### config.mk
export PLATFORM = sky130hd
export DESIGN_NAME = decode_issue_stage
export DESIGN_NICKNAME = d
export VERILOG_FILES = /design/src/rtl/decode_issue_stage_pkg.sv /design/src/rtl/decode_issue_stage_scoreboard.sv /design/src/rtl/decode_issue_stage.sv
export SDC_FILE = /design/constraint.sdc
export NUM_CORES = 1
export LEC_CHECK = 0
export BUFFER_PORTS_ARGS = -buffer_cell sky130_fd_sc_hd__buf_2
export CAP_MARGIN = 40
export CORE_ASPECT_RATIO = 0.75
export CORE_UTILIZATION = 62
export DETAILED_ROUTE_END_ITERATION = 16
export PLACE_DENSITY = 0.87
export SLEW_MARGIN = 10
export SYNTH_ARGS = -nofsm -noshare
export SYNTH_HDL_FRONTEND = slang
export SYNTH_SLANG_ARGS = --single-unit
export TNS_END_PERCENT = 10
### constraint.sdc
create_clock -name clk_i -period 8.78 [get_ports clk_i]
set_clock_uncertainty 0.15 [all_clocks]
set_input_delay 1.317 -clock clk_i [delete_from_list [all_inputs] [get_ports clk_i]]
set_output_delay 1.317 -clock clk_i [all_outputs]
set_load 0.02 [all_outputs]
### src/rtl/decode_issue_stage_pkg.sv
`default_nettype none
// ============================================================================
// Module   : decode_issue_stage_pkg
// Desc     : Shared types and default latencies for the decode/issue stage:
//            RV32 opcode/funct3 encodings, issue unit selector and the
//            decoded-instruction record carried in the issue slot.
// Revision : 1.0 - initial release
// ============================================================================
package decode_issue_stage_pkg;

    localparam int C_NUM_REGS     = 32;
    localparam int C_REG_W        = 5;
    localparam int C_DATA_W       = 32;
    localparam int C_LOAD_LATENCY = 1;
    localparam int C_MUL_LATENCY  = 4;

    typedef logic [31:0] instruction_t;

    typedef enum logic [6:0] {
        OPC_LUI      = 7'b0110111,
        OPC_AUIPC    = 7'b0010111,
        OPC_JAL      = 7'b1101111,
        OPC_JALR     = 7'b1100111,
        OPC_BRANCH   = 7'b1100011,
        OPC_LOAD     = 7'b0000011,
        OPC_STORE    = 7'b0100011,
        OPC_OP_IMM   = 7'b0010011,
        OPC_OP       = 7'b0110011,
        OPC_MISC_MEM = 7'b0001111,
        OPC_SYSTEM   = 7'b1110011
    } opcode_t;

    typedef enum logic [2:0] {
        F3_PRIV   = 3'b000,
        F3_CSRRW  = 3'b001,
        F3_CSRRS  = 3'b010,
        F3_CSRRC  = 3'b011,
        F3_CSRRWI = 3'b101,
        F3_CSRRSI = 3'b110,
        F3_CSRRCI = 3'b111
    } system_funct3_t;

    typedef enum logic [1:0] {
        ALU = 2'd0,
        MEM = 2'd1,
        MUL = 2'd2
    } issue_unit_t;

    typedef struct packed {
        logic [C_REG_W-1:0]  rs1;
        logic [C_REG_W-1:0]  rs2;
        logic [C_REG_W-1:0]  rd;
        logic                rs1_needed;
        logic                rs2_needed;
        logic                is_wb;
        issue_unit_t         unit;
        logic [C_DATA_W-1:0] imm;
        logic [4:0]          shamt;
        logic [C_DATA_W-1:0] pc;
    } decoded_instr_t;

endpackage
`default_nettype wire

### src/rtl/decode_issue_stage_scoreboard.sv
`default_nettype none
// ============================================================================
// Module   : issue_scoreboard
// Desc     : Per-register remaining-latency counters. Answers RAW/WAW hazard
//            queries for the instruction being decoded, taking the entry
//            still sitting in the issue slot into account.
// Revision : 1.0 - initial release
// ============================================================================
module issue_scoreboard #(
    parameter int NUM_REGS       = 32,
    parameter int REGISTER_WIDTH = 5,
    parameter int CNT_WIDTH      = 3
) (
    input  logic                      clk_i,
    input  logic                      rst_i,
    input  logic                      set_en_i,
    input  logic [REGISTER_WIDTH-1:0] set_idx_i,
    input  logic [CNT_WIDTH-1:0]      set_val_i,
    input  logic                      held_block_en_i,
    input  logic [REGISTER_WIDTH-1:0] held_rd_i,
    input  logic [REGISTER_WIDTH-1:0] rs1_i,
    input  logic                      rs1_needed_i,
    input  logic [REGISTER_WIDTH-1:0] rs2_i,
    input  logic                      rs2_needed_i,
    input  logic [REGISTER_WIDTH-1:0] rd_i,
    input  logic                      is_wb_i,
    output logic                      raw_o,
    output logic                      waw_o,
    output logic [NUM_REGS-1:0]       pending_o
);

    logic [CNT_WIDTH-1:0] r_cnt [NUM_REGS];
    logic [NUM_REGS-1:0]  w_pending;
    logic                 w_blk_rs1;
    logic                 w_blk_rs2;
    logic                 w_blk_rd;

    // Counters: load on issue of a multi-cycle producer, otherwise count down; x0 stays 0
    always_ff @(posedge clk_i) begin
        for (int r = 0; r < NUM_REGS; r++) begin
            if (rst_i || r == 0) begin
                r_cnt[r] <= '0;
            end else if (set_en_i && set_idx_i == REGISTER_WIDTH'(r)) begin
                r_cnt[r] <= set_val_i;
            end else if (r_cnt[r] != '0) begin
                r_cnt[r] <= r_cnt[r] - CNT_WIDTH'(1);
            end
        end
    end

    for (genvar g = 0; g < NUM_REGS; g++) begin : g_pending
        assign w_pending[g] = (r_cnt[g] != '0);
    end

    assign pending_o = w_pending;

    // Hazard queries against both the counters and the not-yet-retired slot entry
    always_comb begin
        w_blk_rs1 = held_block_en_i && (held_rd_i == rs1_i);
        w_blk_rs2 = held_block_en_i && (held_rd_i == rs2_i);
        w_blk_rd  = held_block_en_i && (held_rd_i == rd_i);
        raw_o = (rs1_needed_i && (rs1_i != '0) && (w_pending[rs1_i] || w_blk_rs1))
             || (rs2_needed_i && (rs2_i != '0) && (w_pending[rs2_i] || w_blk_rs2));
        waw_o = is_wb_i && (rd_i != '0) && (w_pending[rd_i] || w_blk_rd);
    end

endmodule
`default_nettype wire

### src/rtl/decode_issue_stage.sv
`default_nettype none
// ============================================================================
// Module   : decode_issue_stage
// Desc     : RV32 decode plus a single registered issue slot with valid/ready
//            handshakes, latency-scoreboard hazard stalls and flush support.
// Config   : DECODE_STATS_EN adds saturating RAW/WAW stall-cycle counters.
// Revision : 1.0 - initial release
// ============================================================================
module decode_issue_stage
    import decode_issue_stage_pkg::*;
#(
    parameter int NUM_REGS       = C_NUM_REGS,
    parameter int REGISTER_WIDTH = C_REG_W,
    parameter int DATA_WIDTH     = C_DATA_W,
    parameter int LOAD_LATENCY   = C_LOAD_LATENCY,
    parameter int MUL_LATENCY    = C_MUL_LATENCY,
    parameter int CNT_WIDTH      = $clog2(MUL_LATENCY + 1)
) (
    input  logic                  clk_i,
    input  logic                  rst_i,
    input  logic                  in_valid_i,
    output logic                  in_ready_o,
    input  instruction_t          instruction_i,
    input  logic [DATA_WIDTH-1:0] pc_i,
    input  logic                  flush_i,
    output logic                  out_valid_o,
    input  logic                  out_ready_i,
    output decoded_instr_t        out_decoded_o,
    output logic [NUM_REGS-1:0]   sb_pending_o
`ifdef DECODE_STATS_EN
    ,
    output logic [31:0]           raw_stall_cnt_o,
    output logic [31:0]           waw_stall_cnt_o
`endif
);

    opcode_t              w_opcode;
    logic [2:0]           w_funct3;
    decoded_instr_t       w_dec;
    logic [CNT_WIDTH-1:0] w_lat;

    decoded_instr_t       r_slot;
    logic                 r_valid;
    logic [CNT_WIDTH-1:0] r_lat;

    logic w_fire;
    logic w_accept;
    logic w_raw;
    logic w_waw;
    logic w_hazard;
    logic w_held_block_en;
    logic w_sb_set_en;

    // RV32 field extraction, operand usage, immediate and result latency
    always_comb begin
        w_opcode   = opcode_t'(instruction_i[6:0]);
        w_funct3   = instruction_i[14:12];
        w_dec      = '0;
        w_dec.rs1  = instruction_i[19:15];
        w_dec.rs2  = instruction_i[24:20];
        w_dec.rd   = instruction_i[11:7];
        w_dec.pc   = pc_i;
        w_dec.unit = ALU;
        w_lat      = '0;
        case (w_opcode)
            OPC_LUI, OPC_AUIPC: begin
                w_dec.is_wb = 1'b1;
                w_dec.imm   = {instruction_i[31:12], 12'b0};
            end
            OPC_JAL: begin
                w_dec.is_wb = 1'b1;
                w_dec.imm   = {{11{instruction_i[31]}}, instruction_i[31], instruction_i[19:12],
                               instruction_i[20], instruction_i[30:21], 1'b0};
            end
            OPC_JALR: begin
                w_dec.rs1_needed = 1'b1;
                w_dec.is_wb      = 1'b1;
                w_dec.imm        = {{20{instruction_i[31]}}, instruction_i[31:20]};
            end
            OPC_BRANCH: begin
                w_dec.rs1_needed = 1'b1;
                w_dec.rs2_needed = 1'b1;
                w_dec.imm        = {{19{instruction_i[31]}}, instruction_i[31], instruction_i[7],
                                    instruction_i[30:25], instruction_i[11:8], 1'b0};
            end
            OPC_LOAD: begin
                w_dec.rs1_needed = 1'b1;
                w_dec.is_wb      = 1'b1;
                w_dec.unit       = MEM;
                w_dec.imm        = {{20{instruction_i[31]}}, instruction_i[31:20]};
                w_lat            = CNT_WIDTH'(LOAD_LATENCY);
            end
            OPC_STORE: begin
                w_dec.rs1_needed = 1'b1;
                w_dec.rs2_needed = 1'b1;
                w_dec.unit       = MEM;
                w_dec.imm        = {{20{instruction_i[31]}}, instruction_i[31:25], instruction_i[11:7]};
            end
            OPC_OP_IMM: begin
                w_dec.rs1_needed = 1'b1;
                w_dec.is_wb      = 1'b1;
                w_dec.imm        = {{20{instruction_i[31]}}, instruction_i[31:20]};
                if (w_funct3[1:0] == 2'b01) begin
                    w_dec.shamt = instruction_i[24:20];
                end
            end
            OPC_OP: begin
                w_dec.rs1_needed = 1'b1;
                w_dec.rs2_needed = 1'b1;
                w_dec.is_wb      = 1'b1;
                if (instruction_i[31:25] == 7'b0000001) begin
                    w_dec.unit = MUL;
                    w_lat      = CNT_WIDTH'(MUL_LATENCY);
                end
            end
            OPC_SYSTEM: begin
                w_dec.imm = {{20{instruction_i[31]}}, instruction_i[31:20]};
                case (system_funct3_t'(w_funct3))
                    F3_CSRRW, F3_CSRRS, F3_CSRRC: begin
                        w_dec.rs1_needed = 1'b1;
                        w_dec.is_wb      = 1'b1;
                    end
                    F3_CSRRWI, F3_CSRRSI, F3_CSRRCI: begin
                        w_dec.is_wb = 1'b1;
                    end
                    default: ;
                endcase
            end
            default: ;
        endcase
    end

    // Handshake: a slot entry that retires with zero latency no longer blocks readers
    always_comb begin
        w_fire          = r_valid && out_ready_i;
        w_held_block_en = r_valid && r_slot.is_wb && !(w_fire && (r_lat == '0));
        w_sb_set_en     = w_fire && r_slot.is_wb && (r_slot.rd != '0) && (r_lat != '0);
        w_hazard        = w_raw || w_waw;
        w_accept        = in_valid_i && !flush_i && !w_hazard && (!r_valid || out_ready_i);
        in_ready_o      = flush_i || (!w_hazard && (!r_valid || out_ready_i));
    end

    issue_scoreboard #(
        .NUM_REGS       (NUM_REGS),
        .REGISTER_WIDTH (REGISTER_WIDTH),
        .CNT_WIDTH      (CNT_WIDTH)
    ) u_scoreboard (
        .clk_i           (clk_i),
        .rst_i           (rst_i),
        .set_en_i        (w_sb_set_en),
        .set_idx_i       (r_slot.rd),
        .set_val_i       (r_lat - CNT_WIDTH'(1)),
        .held_block_en_i (w_held_block_en),
        .held_rd_i       (r_slot.rd),
        .rs1_i           (w_dec.rs1),
        .rs1_needed_i    (w_dec.rs1_needed),
        .rs2_i           (w_dec.rs2),
        .rs2_needed_i    (w_dec.rs2_needed),
        .rd_i            (w_dec.rd),
        .is_wb_i         (w_dec.is_wb),
        .raw_o           (w_raw),
        .waw_o           (w_waw),
        .pending_o       (sb_pending_o)
    );

    // Issue slot: flush discards, accept loads, bare fire empties, otherwise hold
    always_ff @(posedge clk_i) begin
        if (rst_i) begin
            r_valid <= 1'b0;
            r_slot  <= '0;
            r_lat   <= '0;
        end else if (flush_i) begin
            r_valid <= 1'b0;
        end else if (w_accept) begin
            r_valid <= 1'b1;
            r_slot  <= w_dec;
            r_lat   <= w_lat;
        end else if (w_fire) begin
            r_valid <= 1'b0;
        end
    end

    assign out_valid_o   = r_valid;
    assign out_decoded_o = r_slot;

`ifdef DECODE_STATS_EN
    logic [31:0] r_raw_stall_cnt;
    logic [31:0] r_waw_stall_cnt;

    // Saturating stall-cycle counters; a RAW stall is never also counted as WAW
    always_ff @(posedge clk_i) begin
        if (rst_i) begin
            r_raw_stall_cnt <= '0;
            r_waw_stall_cnt <= '0;
        end else if (in_valid_i && !flush_i) begin
            if (w_raw) begin
                if (r_raw_stall_cnt != '1) r_raw_stall_cnt <= r_raw_stall_cnt + 32'd1;
            end else if (w_waw) begin
                if (r_waw_stall_cnt != '1) r_waw_stall_cnt <= r_waw_stall_cnt + 32'd1;
            end
        end
    end

    assign raw_stall_cnt_o = r_raw_stall_cnt;
    assign waw_stall_cnt_o = r_waw_stall_cnt;
`endif

endmodule
`default_nettype wire

==> impl_metrics.env <==
export IMPL_crit_end="in_ready_o"
export IMPL_critical_path_arrival_ns=3.85
export IMPL_crit_required_ns=7.31
export IMPL_drtAntennaViolNets=0
export IMPL_grt_pass1_wl_mm=49.82
export IMPL_grt_use_met1_pct=42.86
export IMPL_dr_first_iter_drc_count=1308
export IMPL_setup_violations=0
export IMPL_fin_crit_ns=5.316
export IMPL_ys_types=75
export IMPL_power_density_mw_per_mm2=294.5
export IMPL_crit_path_start="r_lat[0]"
export IMPL_die_w_um=160.3
export IMPL_drt_pass1_iterations=5
export IMPL_status="complete, no violations"
export IMPL_clk_path_buf_depth=2
export IMPL_netlist_top_cells_area="edfxtp_1 24%, dfxtp_1 16%, ha_1 6.8%, a21oi_1 5.4%, nor2_1 4.2%"
export IMPL_r2r_start="r_lat[0]"
export IMPL_busiest_layer="met2"
export IMPL_fin_tns_setup_ns=0
export IMPL_syn_num_nets=1423
export IMPL_drive_gt1_share_pct=23.46
export IMPL_synth_seq_area_share_pct=39.77
export IMPL_core_mm2=0.01845
export IMPL_worstHoldPathCells=2
export IMPL_drt_drc_violations_left=0
export IMPL_fp_dieH_um=120.7
export IMPL_async_flop_share_pct=0
export IMPL_cap_violations=0
export IMPL_clock_latency_ns=0.45
export IMPL_r2r_end="r_lat[0]"
export IMPL_area_delta_synth_final_pct=13.78
export IMPL_final_fill_count=1354
export IMPL_grt_overflow=0
export IMPL_reg2reg_slack_ns=4.33
export IMPL_fin_crit_sh_pct=60.54
export IMPL_grt_max_degree=85
export IMPL_dp_slack_ns=3.906
export IMPL_gp_congestion=0.9368
export IMPL_final_core_util_pct=71.84
export IMPL_yosysMostFrequentCell="nor2_1"
export IMPL_avgSynthCellArea_um2=9.026
export IMPL_dominantRegCellSynth="edfxtp_1"
export IMPL_syn_inst=1291
export IMPL_cts_max_level=4
export IMPL_io_buffers=190
export IMPL_rows=43
export IMPL_hold_path_class="reg -> reg"
export IMPL_min_from="out_decoded_o[16]"
export IMPL_clockRootBuffer="clkbuf_16"
export IMPL_netlist_top_cells_count="130 x nor2_1, 126 x a21oi_1, 93 x edfxtp_1"
export IMPL_path_clk_slew_ns=0.08
export IMPL_fmax_mhz=188.1
export IMPL_start_util_pct=63.14
export IMPL_critPathLaunchType="register"
export IMPL_netlist_area_mm2=0.01165
export IMPL_worst_setup_path_end_kind="primary output"
export IMPL_wirelength_mm=31.86
export IMPL_cts_tree="done"
export IMPL_cts_made_buffers=17
export IMPL_antenna_found_initial=3
export IMPL_first_global_vias=9633
export IMPL_dp_hpwl_mm=22.06
export IMPL_cts_resized=0
export IMPL_wl_per_cell_um=18.98
export IMPL_final_nets=1547
export IMPL_rsz0062_at_grt="no"
export IMPL_slew_limit_headroom_pct=38.05
export IMPL_grtUsageMet2_pct=52.01
export IMPL_ff2ff_path_depth=11
export IMPL_cts_hold_buffers=0
export IMPL_ys_ff_latch=185
export IMPL_synth_top_area_share_pct=23.97
export IMPL_vias=10670
export IMPL_hold_viol=0
export IMPL_peakVddDrop_mv=0.2171
export IMPL_die_area_mm2=0.01935
export IMPL_cp_max_fo=28
export IMPL_via_per_inst=6.360
export IMPL_drv_slew=0
export IMPL_io_pins=192
export IMPL_grt_met3_usage_pct=6.827
export IMPL_path_class="reg -> out"
export IMPL_yosys_warnings=0
export IMPL_synth_area_leader_cell="edfxtp_1"
export IMPL_worst_slack_ns=3.464
export IMPL_grt_use_total_pct=32.44
export IMPL_post_cts_buffers=0
export IMPL_synth_edf_count=93
export IMPL_p_leak_nw=5.363
export IMPL_worst_pin_slew_ns=0.9280
export IMPL_cts_sinks=185
flip-flops by register name, summed over array words and instances, names as in the netlist:
signal	count
out_valid_o	1
r_lat	2
u_scoreboard.r_cnt	93
out_decoded_o	89
cell families after synthesis:
logic type               after synthesis  synth area share (%)
AND/OR/NAND/NOR                      459                 20.34
flip-flops                           185                 39.77
multiplexers                          41                 5.487
AO/OA/AOI/OAI                        345                 19.78
adder cells (fa/ha/maj)               63                 6.765
buffers and inverters                182                 6.700
other                                  1               0.03218
XOR/XNOR                              15                 1.127
metal layers:
layer	up-vias	share of wire (%)
met5	-	0
met3	108	10
met1	5067	40
li1	4885	-
met4	0	3.4
met2	612	47
worst min-delay path by stage:
stage                        endpoint
floorplan                    r_lat[2]
global placement    out_decoded_o[70]
detailed placement  out_decoded_o[70]
CTS                 out_decoded_o[70]
global route        out_decoded_o[44]
finish              out_decoded_o[16]
layout make-up:
cell class | count | area (µm²) | share of cell area (%)
flip-flops and latches | 185 | 4634 | 34.96
clock inverters | 11 | 120.1 | 0.9060
inverters | 86 | 322.8 | 2.435
clock buffers | 21 | 471.7 | 3.558
well taps | 247 | 309.0 | 2.331
multi-input cells | 924 | 6262 | 47.23
repair buffers | 201 | 1130 | 8.522
diodes | 3 | 7.507 | 0.05663
power by group:
group | total (mW) | switching, mW | internal, mW
combinational | 1.80 | 1.05 | 0.754
clock | 0.789 | 0.362 | 0.427
sequential | 1.31 | 0.111 | 1.20
total | 3.90 | 1.52 | 2.38
cells in the final DEF, fill, tap and decap left out, drive strengths merged, types with 3 or more instances in the layout:
master	n
a211oi	65
a21oi	146
a22oi	4
a2bb2oi	7
a31oi	3
and2	3
and3	3
buf	201
clkbuf	21
dfxtp	92
diode	3
edfxtp	93
ha	63
inv	96
mux2	13
mux2i	11
mux4	17
nand2	68
nand2b	38
nand3	65
nand3b	7
nand4	3
nand4b	3
nor2	131
nor2b	40
nor3	14
nor3b	14
o211ai	4
o21ai	65
o22a	20
o31ai	6
or2	3
or3	56
xnor2	6
xor2	9
stage by stage:
stage	cells	hold slack, ns	total power [mW]	cell area (µm²)
floorplan	1291	0.2982	2.610	11650
global placement	1637	0.3017	2.993	12520
finish	1678	0.3223	3.904	13260
global route	1677	0.3433	4.132	13260
CTS	1675	0.3242	3.886	13250
detailed placement	1643	0.3118	3.090	12660
critical path, cell delays in order, from the launching register on:
cell      delay (ns)
dfxtp_1         0.93
inv_2           0.52
ha_1            0.37
a21oi_1         0.30
nand4_1         0.11
or3_1           0.39
a211o_1         0.32
o21a_4          0.16
nand2_1         0.07
o21bai_1        0.05
buf_2           0.17
Note: power is estimated with default switching activity, not from simulation.
